[config.mk]
export PLATFORM = sky130hd
export DESIGN_NAME = seq_detect_ctrl_flat
export DESIGN_NICKNAME = d
export VERILOG_FILES = /design/src/rtl/seq_detect_pkg.sv /design/src/rtl/seq_detect_if.sv /design/src/rtl/seq_match_shreg.sv /design/src/rtl/seq_detect_ctrl.sv /design/src/flat_wrapper.sv
export SDC_FILE = /design/constraint.sdc
export NUM_CORES = 1
export LEC_CHECK = 0
export ABC_AREA = 1
export BUFFER_PORTS_ARGS = -buffer_cell sky130_fd_sc_hd__buf_4
export CORE_MARGIN = 3
export CORE_UTILIZATION = 56
export CTS_BUF_LIST = sky130_fd_sc_hd__clkbuf_4 sky130_fd_sc_hd__clkbuf_8 sky130_fd_sc_hd__clkbuf_16
export CTS_CLUSTER_DIAMETER = 30
export DETAILED_ROUTE_END_ITERATION = 7
export PLACE_DENSITY = 0.79
export SYNTH_ARGS = -nofsm -noshare
export SYNTH_HDL_FRONTEND = slang
export SYNTH_SLANG_ARGS = --single-unit
export TNS_END_PERCENT = 20
[constraint.sdc]
create_clock -name clk -period 3.07 [get_ports clk]
set_clock_uncertainty 0.15 [all_clocks]
set_input_delay 0.614 -clock clk [delete_from_list [all_inputs] [get_ports clk]]
set_output_delay 0.614 -clock clk [all_outputs]
set_load 0.01 [all_outputs]
[src/rtl/seq_detect_pkg.sv]
// Shared types and default sizes for the programmable serial pattern detector.
package seq_detect_pkg;

  localparam int PW_DEF = 8;
  localparam int LW_DEF = 4;
  localparam int CW_DEF = 8;

  typedef enum logic [1:0] {
    S_IDLE,
    S_RUN,
    S_DONE
  } state_e;

endpackage

[src/rtl/seq_detect_if.sv]
// Configuration/stream/status bundle between a requester and the pattern detector.
interface seq_detect_if
  import seq_detect_pkg::*;
#(
  parameter int PW = PW_DEF,
  parameter int LW = LW_DEF,
  parameter int CW = CW_DEF
) ();

  logic          start;
  logic          abort;
  logic [PW-1:0] pattern;
  logic [LW-1:0] pat_len;
  logic          overlap;
  logic [CW-1:0] match_limit;
  logic          x;
  logic          x_valid;
  logic          y;
  logic          busy;
  logic          done;
  logic          err;
  logic [CW-1:0] match_count;

  modport master (
    output start, abort, pattern, pat_len, overlap, match_limit, x, x_valid,
    input  y, busy, done, err, match_count
  );

  modport slave (
    input  start, abort, pattern, pat_len, overlap, match_limit, x, x_valid,
    output y, busy, done, err, match_count
  );

endinterface

[src/rtl/seq_match_shreg.sv]
// Serial history and fill tracking; flags when the newest pat_len bits equal the pattern.
module seq_match_shreg
  import seq_detect_pkg::*;
#(
  parameter int PW = PW_DEF,
  parameter int LW = LW_DEF
) (
  input  logic          clk,
  input  logic          reset,
  input  logic          shift_i,
  input  logic          clr_fill_i,
  input  logic          clear_i,
  input  logic          x_i,
  input  logic [PW-1:0] pattern_i,
  input  logic [LW-1:0] len_i,
  output logic          hit_o
);

  logic [PW-2:0] hist_q, hist_d;
  logic [LW-1:0] fill_q, fill_d;
  logic [PW-1:0] cand;
  logic [PW-1:0] mask;
  logic [LW:0]   fill_inc;

  assign cand     = {hist_q, x_i};
  assign fill_inc = {1'b0, fill_q} + (LW+1)'(1);

  always_comb begin
    mask = '0;
    for (int i = 0; i < PW; i++) begin
      mask[i] = (i < int'(len_i));
    end
  end

  // Only the low len_i bits take part; upper pattern bits are don't-care.
  assign hit_o = (fill_inc >= {1'b0, len_i}) && (((cand ^ pattern_i) & mask) == '0);

  always_comb begin
    hist_d = hist_q;
    fill_d = fill_q;
    if (clear_i) begin
      hist_d = '0;
      fill_d = '0;
    end else if (shift_i) begin
      hist_d = cand[PW-2:0];
      if (clr_fill_i) begin
        fill_d = '0;
      end else if (fill_q != LW'(PW)) begin
        fill_d = fill_inc[LW-1:0];
      end
    end
  end

  always_ff @(posedge clk) begin
    if (reset) begin
      hist_q <= '0;
      fill_q <= '0;
    end else begin
      hist_q <= hist_d;
      fill_q <= fill_d;
    end
  end

endmodule

[src/rtl/seq_detect_ctrl.sv]
// Controller for the programmable detector: config latch, IDLE/RUN/DONE FSM and match counter.
module seq_detect_ctrl
  import seq_detect_pkg::*;
#(
  parameter int PW = PW_DEF,
  parameter int LW = LW_DEF,
  parameter int CW = CW_DEF
) (
  input logic         clk,
  input logic         reset,
  seq_detect_if.slave bus
);

  state_e        state_q, state_d;
  logic [PW-1:0] pattern_q, pattern_d;
  logic [LW-1:0] len_q, len_d;
  logic          overlap_q, overlap_d;
  logic [CW-1:0] limit_q, limit_d;
  logic [CW-1:0] count_q, count_d;
  logic          err_q, err_d;
  logic [CW-1:0] count_inc;
  logic          len_ok;
  logic          hit;
  logic          match;
  logic          accept;
  logic          shift;

  assign len_ok    = (bus.pat_len != '0) && (bus.pat_len <= LW'(PW));
  assign count_inc = count_q + CW'(1);
  assign shift     = (state_q == S_RUN) && bus.x_valid;

  always_comb begin
    state_d   = state_q;
    pattern_d = pattern_q;
    len_d     = len_q;
    overlap_d = overlap_q;
    limit_d   = limit_q;
    count_d   = count_q;
    err_d     = 1'b0;
    accept    = 1'b0;
    match     = 1'b0;
    unique case (state_q)
      S_IDLE: begin
        if (bus.start) begin
          if (len_ok) begin
            accept    = 1'b1;
            pattern_d = bus.pattern;
            len_d     = bus.pat_len;
            overlap_d = bus.overlap;
            limit_d   = bus.match_limit;
            count_d   = '0;
            state_d   = S_RUN;
          end else begin
            err_d = 1'b1;
          end
        end
      end
      // Abort wins over a coincident match so the count never moves on the way out.
      S_RUN: begin
        if (bus.abort) begin
          state_d = S_IDLE;
        end else if (bus.x_valid && hit) begin
          match   = 1'b1;
          count_d = count_inc;
          if ((limit_q != '0) && (count_inc == limit_q)) begin
            state_d = S_DONE;
          end
        end
      end
      S_DONE: state_d = S_IDLE;
      default: state_d = S_IDLE;
    endcase
  end

  always_ff @(posedge clk) begin
    if (reset) begin
      state_q   <= S_IDLE;
      pattern_q <= '0;
      len_q     <= '0;
      overlap_q <= 1'b0;
      limit_q   <= '0;
      count_q   <= '0;
      err_q     <= 1'b0;
    end else begin
      state_q   <= state_d;
      pattern_q <= pattern_d;
      len_q     <= len_d;
      overlap_q <= overlap_d;
      limit_q   <= limit_d;
      count_q   <= count_d;
      err_q     <= err_d;
    end
  end

  seq_match_shreg #(
    .PW(PW),
    .LW(LW)
  ) u_shreg (
    .clk       (clk),
    .reset     (reset),
    .shift_i   (shift),
    .clr_fill_i(match && !overlap_q),
    .clear_i   (accept),
    .x_i       (bus.x),
    .pattern_i (pattern_q),
    .len_i     (len_q),
    .hit_o     (hit)
  );

  assign bus.y           = match;
  assign bus.busy        = (state_q == S_RUN);
  assign bus.done        = (state_q == S_DONE);
  assign bus.err         = err_q;
  assign bus.match_count = count_q;

endmodule

[src/flat_wrapper.sv]
// flat-port wrapper written by rule: the top's interface ports become plain ports
module seq_detect_ctrl_flat import seq_detect_pkg::*;
#(
  parameter int PW = PW_DEF,
  parameter int LW = LW_DEF,
  parameter int CW = CW_DEF
)
  (clk, reset, bus_start, bus_abort, bus_pattern, bus_pat_len, bus_overlap, bus_match_limit, bus_x, bus_x_valid, bus_y, bus_busy, bus_done, bus_err, bus_match_count);
  seq_detect_if #(.PW(PW), .LW(LW), .CW(CW)) bus_i ();
  input logic clk;
  input logic reset;
  input wire logic [$bits(bus_i.start)-1:0] bus_start;
  input wire logic [$bits(bus_i.abort)-1:0] bus_abort;
  input wire logic [$bits(bus_i.pattern)-1:0] bus_pattern;
  input wire logic [$bits(bus_i.pat_len)-1:0] bus_pat_len;
  input wire logic [$bits(bus_i.overlap)-1:0] bus_overlap;
  input wire logic [$bits(bus_i.match_limit)-1:0] bus_match_limit;
  input wire logic [$bits(bus_i.x)-1:0] bus_x;
  input wire logic [$bits(bus_i.x_valid)-1:0] bus_x_valid;
  output wire logic [$bits(bus_i.y)-1:0] bus_y;
  output wire logic [$bits(bus_i.busy)-1:0] bus_busy;
  output wire logic [$bits(bus_i.done)-1:0] bus_done;
  output wire logic [$bits(bus_i.err)-1:0] bus_err;
  output wire logic [$bits(bus_i.match_count)-1:0] bus_match_count;
  assign bus_i.start = bus_start;
  assign bus_i.abort = bus_abort;
  assign bus_i.pattern = bus_pattern;
  assign bus_i.pat_len = bus_pat_len;
  assign bus_i.overlap = bus_overlap;
  assign bus_i.match_limit = bus_match_limit;
  assign bus_i.x = bus_x;
  assign bus_i.x_valid = bus_x_valid;
  assign bus_y = bus_i.y;
  assign bus_busy = bus_i.busy;
  assign bus_done = bus_i.done;
  assign bus_err = bus_i.err;
  assign bus_match_count = bus_i.match_count;
  seq_detect_ctrl #(.PW(PW), .LW(LW), .CW(CW)) u_core (.clk(clk), .reset(reset), .bus(bus_i));
endmodule
# After elaboration in Yosys (flattened, before gate mapping)
# Cells that the tools add are included.
classes:
  n_lt_le_gt_ge: 10
  n_eq_ne: 10
  mux: 20
  n_addsub: 2
  n_bitwise: 4
  n_reduce_logical: 19
op_table:
  columns: ["cell", "n"]
  rows:
  - ["2-to-1 mux 8 bit", 4]
  - ["< comparator 3 x 4 -> 1 bit (first input constant)", 4]
  - ["one-hot mux 8 bit (2 select lines)", 1]
  - ["2-to-1 mux 2 bit", 5]
  - ["adder 8 x 1 -> 8 bit (second input constant)", 1]
  - ["bitwise AND 8 bit", 1]
  - ["== test 8 bit", 1]
  - ["zero test 8 bit", 1]
  - ["< comparator 1 x 4 -> 1 bit (first input constant)", 2]
  - ["< comparator 2 x 4 -> 1 bit (first input constant)", 2]
  - ["2-to-1 mux 4 bit", 2]
  - ["nonzero test 8 bit", 1]
  - ["bitwise XOR 8 bit", 1]
  - ["2-to-1 mux 1 bit", 7]
  - ["logical AND 1 bit", 6]
  - ["inequality test 3 x 2 -> 1 bit (second input constant)", 2]
  - ["adder 4 x 1 -> 5 bit (second input constant)", 1]
  - ["greater-or-equal comparator 5 x 4 -> 1 bit", 1]
  - ["AND reduction 5 bit", 1]
  - ["less-or-equal comparator 4 bit (second input constant)", 1]
  - ["inequality test 2 x 1 -> 1 bit (second input constant)", 2]
  - ["inequality test 2 bit (second input constant)", 2]
  - ["inequality test 4 bit (second input constant)", 1]
  - ["one-hot mux 2 bit (2 select lines)", 1]
  - ["other kinds (12)", 14]
totals:
  in_bits: 27
  register_bits: 43
  wordCells: 74
  output_inout_bits: 12

# Depth between registers and ports, before layout
# Gate-level depths: netlist (run 1).
logic_depth:
  word_depth: 11
  mapped_depth: 14
  ltp_nobuf: 14

# By module
# A second synthesis (run 1) with hierarchy kept.
unflattened:
  cells_unflattened: 376
  area_unflattened_um2: 2456.1
modules_own_cells:
  columns: ["module", "instances", "seq_area_each_um2", "area_each_um2", "cells_each"]
  rows:
  - ["seq_detect_ctrl", 1, 640.6, 1605.3, 232]
  - ["seq_match_shreg", 1, 220.2, 850.8, 144]

# Least setup slack after synthesis (run 1)
# OpenSTA, ideal clock, no wires.
synth_timing:
  kind: "reg2out"
  startpoint: "reg u_core.u_shreg.fill_q[0]"
  endpoint: "out bus_y"
  stages_incl_launch_ff: 10
  path_buffers: 0
  path_slack_ns: 0.735
  required_ns: 2.306
  t_arrival_ns: 1.571
  path_cell_list: "dfxtp_1 ha_1 xor2_1 ha_1 nand2_1 inv_1 nand4_1 nand4_2 nand2_4 nor2_2"
synth_between:
  elab_chain_len: 7
synth_lines:
  columns: ["element", "line", "text"]
  rows:
  - ["start: declaration", "seq_match_shreg.sv:20", "logic [LW-1:0] fill_q, fill_d;"]
  - ["start signal: assignment", "seq_match_shreg.sv:60", "fill_q <= fill_d;"]
  - ["adder 4 x 1 -> 5 bit", "seq_match_shreg.sv:26", "assign fill_inc = {1'b0, fill_q} + (LW+1)'(1);"]
  - ["greater-or-equal comparator 5 x 4 -> 1 bit", "seq_match_shreg.sv:36", "assign hit_o = (fill_inc >= {1'b0, len_i}) && (((cand ^ pattern_i) & mask) == '0);"]
  - ["logical AND 1 bit", "seq_match_shreg.sv:36", null]
  - ["logical AND 1 bit", "seq_detect_ctrl.sv:62", "end else if (bus.x_valid && hit) begin"]
  - ["2-to-1 mux 1 bit", "seq_detect_ctrl.sv:62", null]
  - ["2-to-1 mux 1 bit", "seq_detect_ctrl.sv:60", "if (bus.abort) begin"]
  - ["2-to-1 mux 1 bit", "seq_detect_ctrl.sv:42", "unique case (state_q)"]
  - ["end: declaration", "flat_wrapper.sv:20", "output wire logic [$bits(bus_i.y)-1:0] bus_y;"]
# Every way passes these cells.

# Worst setup path after layout (run 1)
# Ends and elaborated chain as after synthesis.

==> results of run 1 <==
==> sequential cells by signal (all words and copies together) (netlist names) <==
name	count
u_core.pattern_q	8
u_core.len_q	4
u_core.bus.err	1
u_core.overlap_q	1
u_core.bus.match_count	8
u_core.u_shreg.fill_q	4
u_core.u_shreg.hist_q	7
u_core.state_q	2
u_core.limit_q	8
==> per-stage QoR <==
step / instances / hold WS, ns / total power, mW / worst slack [ns] / utilization
6_report: 444 / 0.314 / 1.19 / 0.170 / 0.691
5_1_grt: 444 / 0.340 / 1.26 / 0.0345 / 0.691
3_3_place_gp: 438 / 0.304 / 0.868 / 0.541 / 0.673
3_5_place_dp: 438 / 0.308 / 0.874 / 0.469 / 0.673
2_1_floorplan: 355 / 0.294 / 0.795 / 0.735 / -
4_1_cts: 444 / 0.320 / 1.21 / 0.152 / 0.691
==> kinds of logic after synthesis <==
| kind of cell | Yosys count |
|---|---|
| buffers and inverters | 57 |
| XOR/XNOR | 14 |
| flip-flops | 43 |
| AND/OR/NAND/NOR | 175 |
| adder cells (fa/ha/maj) | 7 |
| AO/OA/AOI/OAI | 59 |
==> worst max-delay path, cell delays in order, from the launching register on <==
cell and delay [ns]:
dfxtp_1 0.41, ha_1 0.23, xor2_1 0.22, ha_1 0.29, a21o_1 0.16, nand3_1 0.07
nand4_2 0.14, nand2_4 0.13, nor2_2 0.05, buf_4 0.14
==> power breakdown <==
group | internal (mW) | leakage (nW) | switching (mW)
clock network | 0.161 | 0.0406 | 0.173
registers | 0.588 | 0.351 | 0.0227
logic | 0.103 | 0.875 | 0.148
total | 0.851 | 1.27 | 0.344
==> metal layers <==
| layer | routed length, um | track usage | vias to the layer above | part of all wire |
|---|---|---|---|---|
| met4 | 19 | 0.0543 | 0 | 0.0036 |
| met3 | 312 | 0.0491 | 2 | 0.059 |
| met2 | 2330 | 0.328 | 59 | 0.44 |
| li1 | - | - | 1209 | - |
| met5 | 0 | 0 | - | 0 |
| met1 | 2600 | 0.295 | 999 | 0.49 |
==> synthesized netlist by cell type, drive strengths merged <==
master | n | share of area
xor2 | 8 | 0.032
nor3b | 1 | 0.0031
nand3 | 20 | 0.046
a21o | 1 | 0.0031
inv | 49 | 0.076
nor3 | 5 | 0.015
nor2 | 46 | 0.087
a211oi | 1 | 0.0031
o21ai | 23 | 0.052
xnor2 | 6 | 0.022
a21oi | 34 | 0.070
nand4 | 8 | 0.026
nand2 | 92 | 0.15
or2 | 2 | 0.0052
ha | 7 | 0.036
and2 | 1 | 0.0026
clkbuf | 3 | 0.0047
dfxtp | 43 | 0.36
buf | 5 | 0.010
==> final timing paths <==
check	start	to	slack [ns]	cells after the start
setup / recovery	u_core.u_shreg.fill_q[0]$_SDFFE_PP0P_	bus_y	0.17	9
hold / removal	u_core.pattern_q[2]$_SDFFE_PP0P_	u_core.pattern_q[2]$_SDFFE_PP0P_	0.31	2
setup reg to reg	u_core.u_shreg.fill_q[0]$_SDFFE_PP0P_	u_core.bus.match_count[6]$_SDFFE_PP0P_	0.57	11
hold reg to reg	u_core.pattern_q[2]$_SDFFE_PP0P_	u_core.pattern_q[2]$_SDFFE_PP0P_	0.31	2
==> area by class of cell <==
| cell class | instances | area [um^2] | share of cell area |
|---|---|---|---|
| timing repair buffer | 41 | 308 | 0.109 |
| inverter | 49 | 184 | 0.0651 |
| multi-input combinational | 255 | 1330 | 0.472 |
| clock buffer | 6 | 76.3 | 0.0270 |
| sequential | 43 | 861 | 0.305 |
| tap | 50 | 62.6 | 0.0221 |
==> impl_results.md, run 1 <==
* Clock Path Buffers at 2
* Placed Area at 0.00275 mm^2
* Via Count at 2269
* Post-synthesis sequential area ratio at 0.356
* Layout fillers at 356
* Remaining global-route overflow at 0
* Final setup fails at 0
* Initial DRC count at 106
* FF+latch count, synth at 43
* Hold Crit Class: reg -> reg
* Largest family of logic cells by synthesized area: simple AND/OR/NAND/NOR gates
* Port Buffers at 38
* Nets at 429
* Core area at 0.00409 mm^2
* Power Dens Cells at 423 mW/mm^2
* Synth Area in XOR/XNOR at 0.0539
* Synth Area in Adders at 0.0363
* Hold buffer count at CTS at 0
* N_diodes at 0
* Die W at 71.7 um
* Max-slew headroom at 0.732
* Synthesized area per cell at 6.80 um^2
* F_max at 345 MHz
* Netlist area before placement at 0.00241 mm^2
* Initial Utilization at 0.591
* Worst-margin pin slew at 0.401 ns
* Die Height at 71.7 um
* Layout area overhead at 17.0%
* Vias in the first global route at 1987
* Leakage at 1.27 nW
* 1st-pass router iterations at 4
* Post-synth cell types at 30
* Commonest cells after routing, fill and taps aside: nand2_1, inv_1, dfxtp_1
* Layout cells sized above 1 at 0.193
* Final hold violation count at 0
* Resize count post-CTS at 0
* Die area at 0.00514 mm^2
* Syn Inst Count at 355
* Post-synthesis simple-gate area fraction at 0.333
* Critical path class: reg -> out
* CTS tree: built
* Via-to-Cell Ratio at 5.11
* Total setup buffers inserted after CTS at 0
* Mux contribution to synthesized area at 0
* Average wire per standard cell at 11.8 um
* DRT Wirelength at 5260 um
* Unrepaired setup endpoints after global routing: no
* Row count at 23
* Most common cell after layout, fill and taps aside: nand2_1
* Period utilisation layout at 0.945
* First-pass GRT wire length at 8740 um
* Clk_lat worst skew at 0.28 ns
* Run status: finished, final reports clean
* Maximum vdd drop at 0.296 mV
* Clk root buf: clkbuf_8
* CP endpoint kind: primary output
* CP startpoint kind: flop
* Fin. max-slew vios at 0
* Routability cong. at 0.821
* Detailed placement HPWL at 4150 um
* Data required time at the worst endpoint at 2.31 ns
* Final ANT Viol Nets at 0
* Fin crit period at 2.90 ns
* CTS buffer count at 5
* GRT Util Overall at 0.211
* Max_cap viols at 0
* DRC errors left at 0
* CTS sink count at 43
* I/O pin total at 39
* Crit path max fanout at 5
* Fin Setup TNS at 0 ns
* Initial antenna violation count at 0
* Syn Nets at 389
* Reg clk slew, reported paths at 0.08 ns
* Critical Path AT at 2.14 ns
* H-tree Lvls at 2
* Ys Warns at 0
* Largest net degree at the start of global routing at 30
* Complex-gate fraction of the synthesized area at 0.129
* Fin area at 0.00283 mm^2
No activity file was read; power rests on OpenSTA's default activity.
==> run 2, diff against run 1 <==
--- a/config.mk
+++ b/config.mk
@@ -13,6 +13,7 @@
 export CTS_CLUSTER_DIAMETER = 30
 export DETAILED_ROUTE_END_ITERATION = 7
 export PLACE_DENSITY = 0.79
+export RECOVER_POWER = 50
 export SYNTH_ARGS = -nofsm -noshare
 export SYNTH_HDL_FRONTEND = slang
 export SYNTH_SLANG_ARGS = --single-unit
==> run 2 against run 1 <==
Register-to-register slack is essentially flat; wire length grew 0.46%; sequential power is essentially flat; global-route usage is the same; core utilization shrank 1.4 points; critical endpoint unchanged.
==> impl_results.md, run 2 (synthesis gave the netlist of run 1 again) <==
* Run status: finished, final reports clean
* R2R depth at 11
* Port Buffers at 38
* Layout area overhead at 14.6%
* Resize count post-CTS at 0
* Via-to-Cell Ratio at 5.14
* Metal3 WL at 333 um
* CTS tree: built
* Data required time at the worst endpoint at 2.31 ns
* Final core occ at 0.677
* R2r setup slk at 0.57 ns
* H-tree Lvls at 2
* DRT Wirelength at 5280 um
* CP startpoint kind: flop
* Clk_lat worst skew at 0.29 ns
* Period utilisation layout at 0.946
* N_diodes at 0
* Vias in the first global route at 1987
* Total setup buffers inserted after CTS at 0
* Top routing layer used: met4
* DRC errors left at 0
* Maximum vdd drop at 0.297 mV
* Die area at 0.00514 mm^2
* Unrepaired setup endpoints after global routing: no
* Remaining global-route overflow at 0
* Worst Setup SP: u_core.u_shreg.fill_q[0]$_SDFFE_PP0P_
* Initial Utilization at 0.591
* Most common cell after layout, fill and taps aside: nand2_1
* Initial antenna violation count at 0
* Clk root buf: clkbuf_8
* Final hold violation count at 0
* R2R Path Start: u_core.u_shreg.fill_q[0]$_SDFFE_PP0P_
* Average wire per standard cell at 11.9 um
* Met2 WL at 2290 um
* CP endpoint kind: primary output
* CTS sink count at 43
* Commonest cells after routing, fill and taps aside: nand2_1, inv_1, dfxtp_1
* Fin. max-slew vios at 0
* Final setup fails at 0
* Die W at 71.7 um
* Initial DRC count at 121
* Routability cong. at 0.821
* Critical path class: reg -> out
* Worst hold stages at 2
* Power Dens Cells at 430 mW/mm^2
* Nets at 429
* Power Total at 1.19 mW
* Hold Path End: u_core.pattern_q[2]$_SDFFE_PP0P_
* Reg2Reg Capture Point: u_core.bus.match_count[2]$_SDFFE_PP0P_
* Fin crit period at 2.90 ns
* Worst-margin pin slew at 1.12 ns
* Final ANT Viol Nets at 0
* Hold Crit Class: reg -> reg
* Core area at 0.00409 mm^2
* Die Height at 71.7 um
* Hold path startpoint: u_core.pattern_q[2]$_SDFFE_PP0P_
* I/O pin total at 39
* Row count at 23
* Metal-1 WL at 2600 um
* Clock Path Buffers at 2
* Layout cells sized above 1 at 0.155
* Max-slew headroom at 0.254
* Leakage at 1.21 nW
* F_max at 344 MHz
* Via Count at 2281
* 1st-pass router iterations at 4
* First-pass GRT wire length at 8740 um
* Reg clk slew, reported paths at 0.08 ns
* Setup WS post-layout at 0.166 ns
* DP Worst Slack at 0.469 ns
* Largest net degree at the start of global routing at 30
* GRT Util Overall at 0.211
* Hold buffer count at CTS at 0
* CTS buffer count at 5
* Crit path max fanout at 5
* Layout fillers at 367
* Detailed placement HPWL at 4150 um
* Critical Path AT at 2.14 ns
* Fin Setup TNS at 0 ns
* Max_cap viols at 0
## run 2: area by class of cell
class / count / area, um^2 / area share
inverters: 49 / 184 / 0.0665
well taps: 50 / 62.6 / 0.0226
multi-input cells: 255 / 1320 / 0.479
repair buffers: 41 / 259 / 0.0936
clock buffers: 6 / 76.3 / 0.0276
flip-flops and latches: 43 / 861 / 0.311
## run 2: metal layers
metal / track usage / up-vias
li1: - / 1205
met1: 0.295 / 1007
met2: 0.328 / 62
met3: 0.0491 / 7
met4: 0.0543 / 0
met5: 0 / -
## run 2: worst max-delay path: stages (launching register included)
cell	delay (ns)
dfxtp_1	0.42
ha_1	0.23
xor2_1	0.22
ha_1	0.29
a21o_1	0.16
nand3_1	0.07
nand4_2	0.14
nand2_4	0.13
nor2_2	0.05
buf_4	0.14
## run 2: metrics by stage
| step | hold slack [ns] | std cells | cell area [um^2] |
|---|---|---|---|
| detailed placement | 0.308 | 438 | 2750 |
| floorplan | 0.294 | 355 | 2410 |
| CTS | 0.320 | 444 | 2830 |
| global route | 0.340 | 444 | 2770 |
| global placement | 0.304 | 438 | 2750 |
| finish | 0.314 | 444 | 2770 |
## run 2: worst max path at each step
stage,endpoint,cells past startpoint
after floorplan,bus_y,9
after global placement,bus_y,9
after detailed placement,bus_y,9
after CTS,bus_y,9
after global routing,bus_y,9
final,bus_y,9
## run 2: power breakdown
part | internal [mW] | total [mW] | leakage [nW] | switching (mW)
Sequential | 0.588 | 0.610 | 0.351 | 0.0225
Clock | 0.161 | 0.337 | 0.0406 | 0.176
Combinational | 0.0964 | 0.243 | 0.823 | 0.147
Total | 0.845 | 1.19 | 1.21 | 0.346
==> run 3, diff against run 2 <==
--- a/config.mk
+++ b/config.mk
@@ -7,12 +7,15 @@
 export LEC_CHECK = 0
 export ABC_AREA = 1
 export BUFFER_PORTS_ARGS = -buffer_cell sky130_fd_sc_hd__buf_4
+export CELL_PAD_IN_SITES_DETAIL_PLACEMENT = 0
+export CELL_PAD_IN_SITES_GLOBAL_PLACEMENT = 1
 export CORE_MARGIN = 3
-export CORE_UTILIZATION = 56
+export CORE_UTILIZATION = 40
 export CTS_BUF_LIST = sky130_fd_sc_hd__clkbuf_4 sky130_fd_sc_hd__clkbuf_8 sky130_fd_sc_hd__clkbuf_16
 export CTS_CLUSTER_DIAMETER = 30
 export DETAILED_ROUTE_END_ITERATION = 7
-export PLACE_DENSITY = 0.79
+export GPL_TIMING_DRIVEN = 0
+export PLACE_DENSITY_LB_ADDON = 0.1
 export RECOVER_POWER = 50
 export SYNTH_ARGS = -nofsm -noshare
 export SYNTH_HDL_FRONTEND = slang
==> run 3 against run 2 <==
Global-route usage shrank 3.3 points; flip-flop and latch count is the same; core utilization shrank 17 points; count of clock-buffer cells in the layout is the same; register-to-register slack gained 0.09 ns; hold slack gained 0.010 ns; wire length grew 13%; sequential power is essentially flat; sequential share of layout area shrank 1.2 points; non-clock buffer count grew 5; combinational power grew 3%; first-iteration DRC count grew 1.7%; highest routed layer unchanged.
==> impl_results.md, run 3 (synthesis gave the netlist of run 1 again) <==
* Die W at 83.7 um
* Final hold violation count at 0
* Power Total at 1.40 mW
* Most common cell after layout, fill and taps aside: nand2_1
* CTS buffer count at 5
* Final ANT Viol Nets at 0
* Clock Path Buffers at 2
* Max-slew headroom at 0.609
* CTS tree: built
* Power Dens Cells at 487 mW/mm^2
* Footprint of the multi-input gates at 0.00133 mm^2
* I/O pin total at 39
* Leakage at 1.25 nW
* Clock Power Share at 0.385
* Port Buffers at 38
* Critical Path AT at 2.11 ns
* Storage cell area at 862 um^2
* Total net switching power at 383 uW
* Fin crit period at 2.87 ns
* Commonest cells after routing, fill and taps aside: nand2_1, inv_1, dfxtp_1
* Hold Crit Class: reg -> reg
* First-pass GRT wire length at 10300 um
* Fin. max-slew vios at 0
* Initial Utilization at 0.425
* Combinational Power Share at 0.179
* Final setup fails at 0
* Die Height at 83.7 um
* R2r setup slk at 0.66 ns
* Run status: finished, final reports clean
* Initial DRC count at 123
* Clk_lat worst skew at 0.30 ns
* Int Power at 1.02 mW
* Switching share of power at 0.273
* CP endpoint kind: primary output
* Die area at 0.00701 mm^2
* Unrepaired setup endpoints after global routing: no
* Fin Setup TNS at 0 ns
* GRT Util Overall at 0.178
* Layout fillers at 604
* H-tree Lvls at 2
* Worst Setup EP: bus_y
* CTS sink count at 43
* Hold buffer count at CTS at 0
* Vias in the first global route at 2123
* Nets at 434
* Reg clk slew, reported paths at 0.08 ns
* Worst Setup SP: u_core.u_shreg.fill_q[0]$_SDFFE_PP0P_
* Layout cells sized above 1 at 0.167
* Period utilisation layout at 0.936
* CP startpoint kind: flop
* Via Count at 2246
* Remaining global-route overflow at 0
* Detailed placement HPWL at 4590 um
* Average wire per standard cell at 12.6 um
* Crit path max fanout at 5
* Layout area overhead at 19.3%
* R2R depth at 11
* Initial antenna violation count at 0
* Worst hold slack at 0.324 ns
* Maximum vdd drop at 0.235 mV
* Row count at 27
* Sequential power share at 0.436
* 1st-pass router iterations at 4
* Clk root buf: clkbuf_8
* F_max at 348 MHz
* Worst-margin pin slew at 0.586 ns
* DRC errors left at 0
* Max_cap viols at 0
* Data required time at the worst endpoint at 2.31 ns
* Routability cong. at 0.789
* DRT Wirelength at 5960 um
* Largest net degree at the start of global routing at 14
* Critical path class: reg -> out
* Core area at 0.00568 mm^2
* R2R Path Start: u_core.u_shreg.fill_q[0]$_SDFFE_PP0P_
* Reg2Reg Capture Point: u_core.bus.match_count[4]$_SDFFE_PP0P_
* Via-to-Cell Ratio at 4.75
* N_diodes at 0
-- run 3: repair_timing --
| item | in CTS | in global routing |
|---|---|---|
| endpoints found under the setup margin | 0 | 1 |
| resized for setup | 0 | 1 |
| buffers inserted | 0 | 0 |
-- run 3: layout make-up --
type,instances,area share
multi-input combinational,255,0.462
clock buffer,6,0.0265
clock inverter,2,0.0208
inverter,49,0.0638
timing repair buffer,38,0.0847
buffer,8,0.0117
sequential,43,0.299
tap,72,0.0313
-- run 3: per-layer routing --
metal / track usage / routed length (um)
met3: 0.0424 / 369
met4: 0.0351 / 57
met1: 0.261 / 3170
met2: 0.265 / 2370
met5: 0 / 0
-- run 3: worst min path at each step --
stage                                     start                               end  slack, ns  cells after the start
6_report       u_core.pattern_q[0]$_SDFFE_PP0P_  u_core.pattern_q[0]$_SDFFE_PP0P_       0.32                      2
5_1_grt        u_core.pattern_q[0]$_SDFFE_PP0P_  u_core.pattern_q[0]$_SDFFE_PP0P_       0.33                      2
4_1_cts        u_core.pattern_q[1]$_SDFFE_PP0P_  u_core.pattern_q[1]$_SDFFE_PP0P_       0.33                      2
3_5_place_dp   u_core.pattern_q[0]$_SDFFE_PP0P_  u_core.pattern_q[0]$_SDFFE_PP0P_       0.31                      2
3_3_place_gp   u_core.pattern_q[1]$_SDFFE_PP0P_  u_core.pattern_q[1]$_SDFFE_PP0P_       0.31                      2
2_1_floorplan  u_core.pattern_q[0]$_SDFFE_PP0P_  u_core.pattern_q[0]$_SDFFE_PP0P_       0.29                      2
-- run 3: through the flow --
stage,setup WS (ns),instance area (um^2),util,cells
after global placement,0.463,2790,0.492,465
after floorplan,0.735,2410,-,355
after CTS,0.123,2930,0.516,473
after detailed placement,0.453,2790,0.492,465
after global routing,0.0629,2880,0.508,473
final,0.198,2880,0.508,473
-- run 3: critical path, stage by stage (launching register included) --
cell and delay [ns]:
dfxtp_2 0.35, ha_1 0.23, xor2_1 0.16, ha_1 0.34, a21o_1 0.16, nand3_1 0.08
nand4_2 0.15, nand2_4 0.14, nor2_2 0.05, buf_4 0.14
-- run 3: power by group through the flow --
stage | Combinational [mW] | Sequential [mW] | Clock, mW
final | 0.251 | 0.611 | 0.541
after global routing | 0.287 | 0.616 | 0.571
after CTS | 0.258 | 0.611 | 0.550
after floorplan | 0.174 | 0.621 | 0
after global placement | 0.255 | 0.624 | 0
after detailed placement | 0.257 | 0.625 | 0
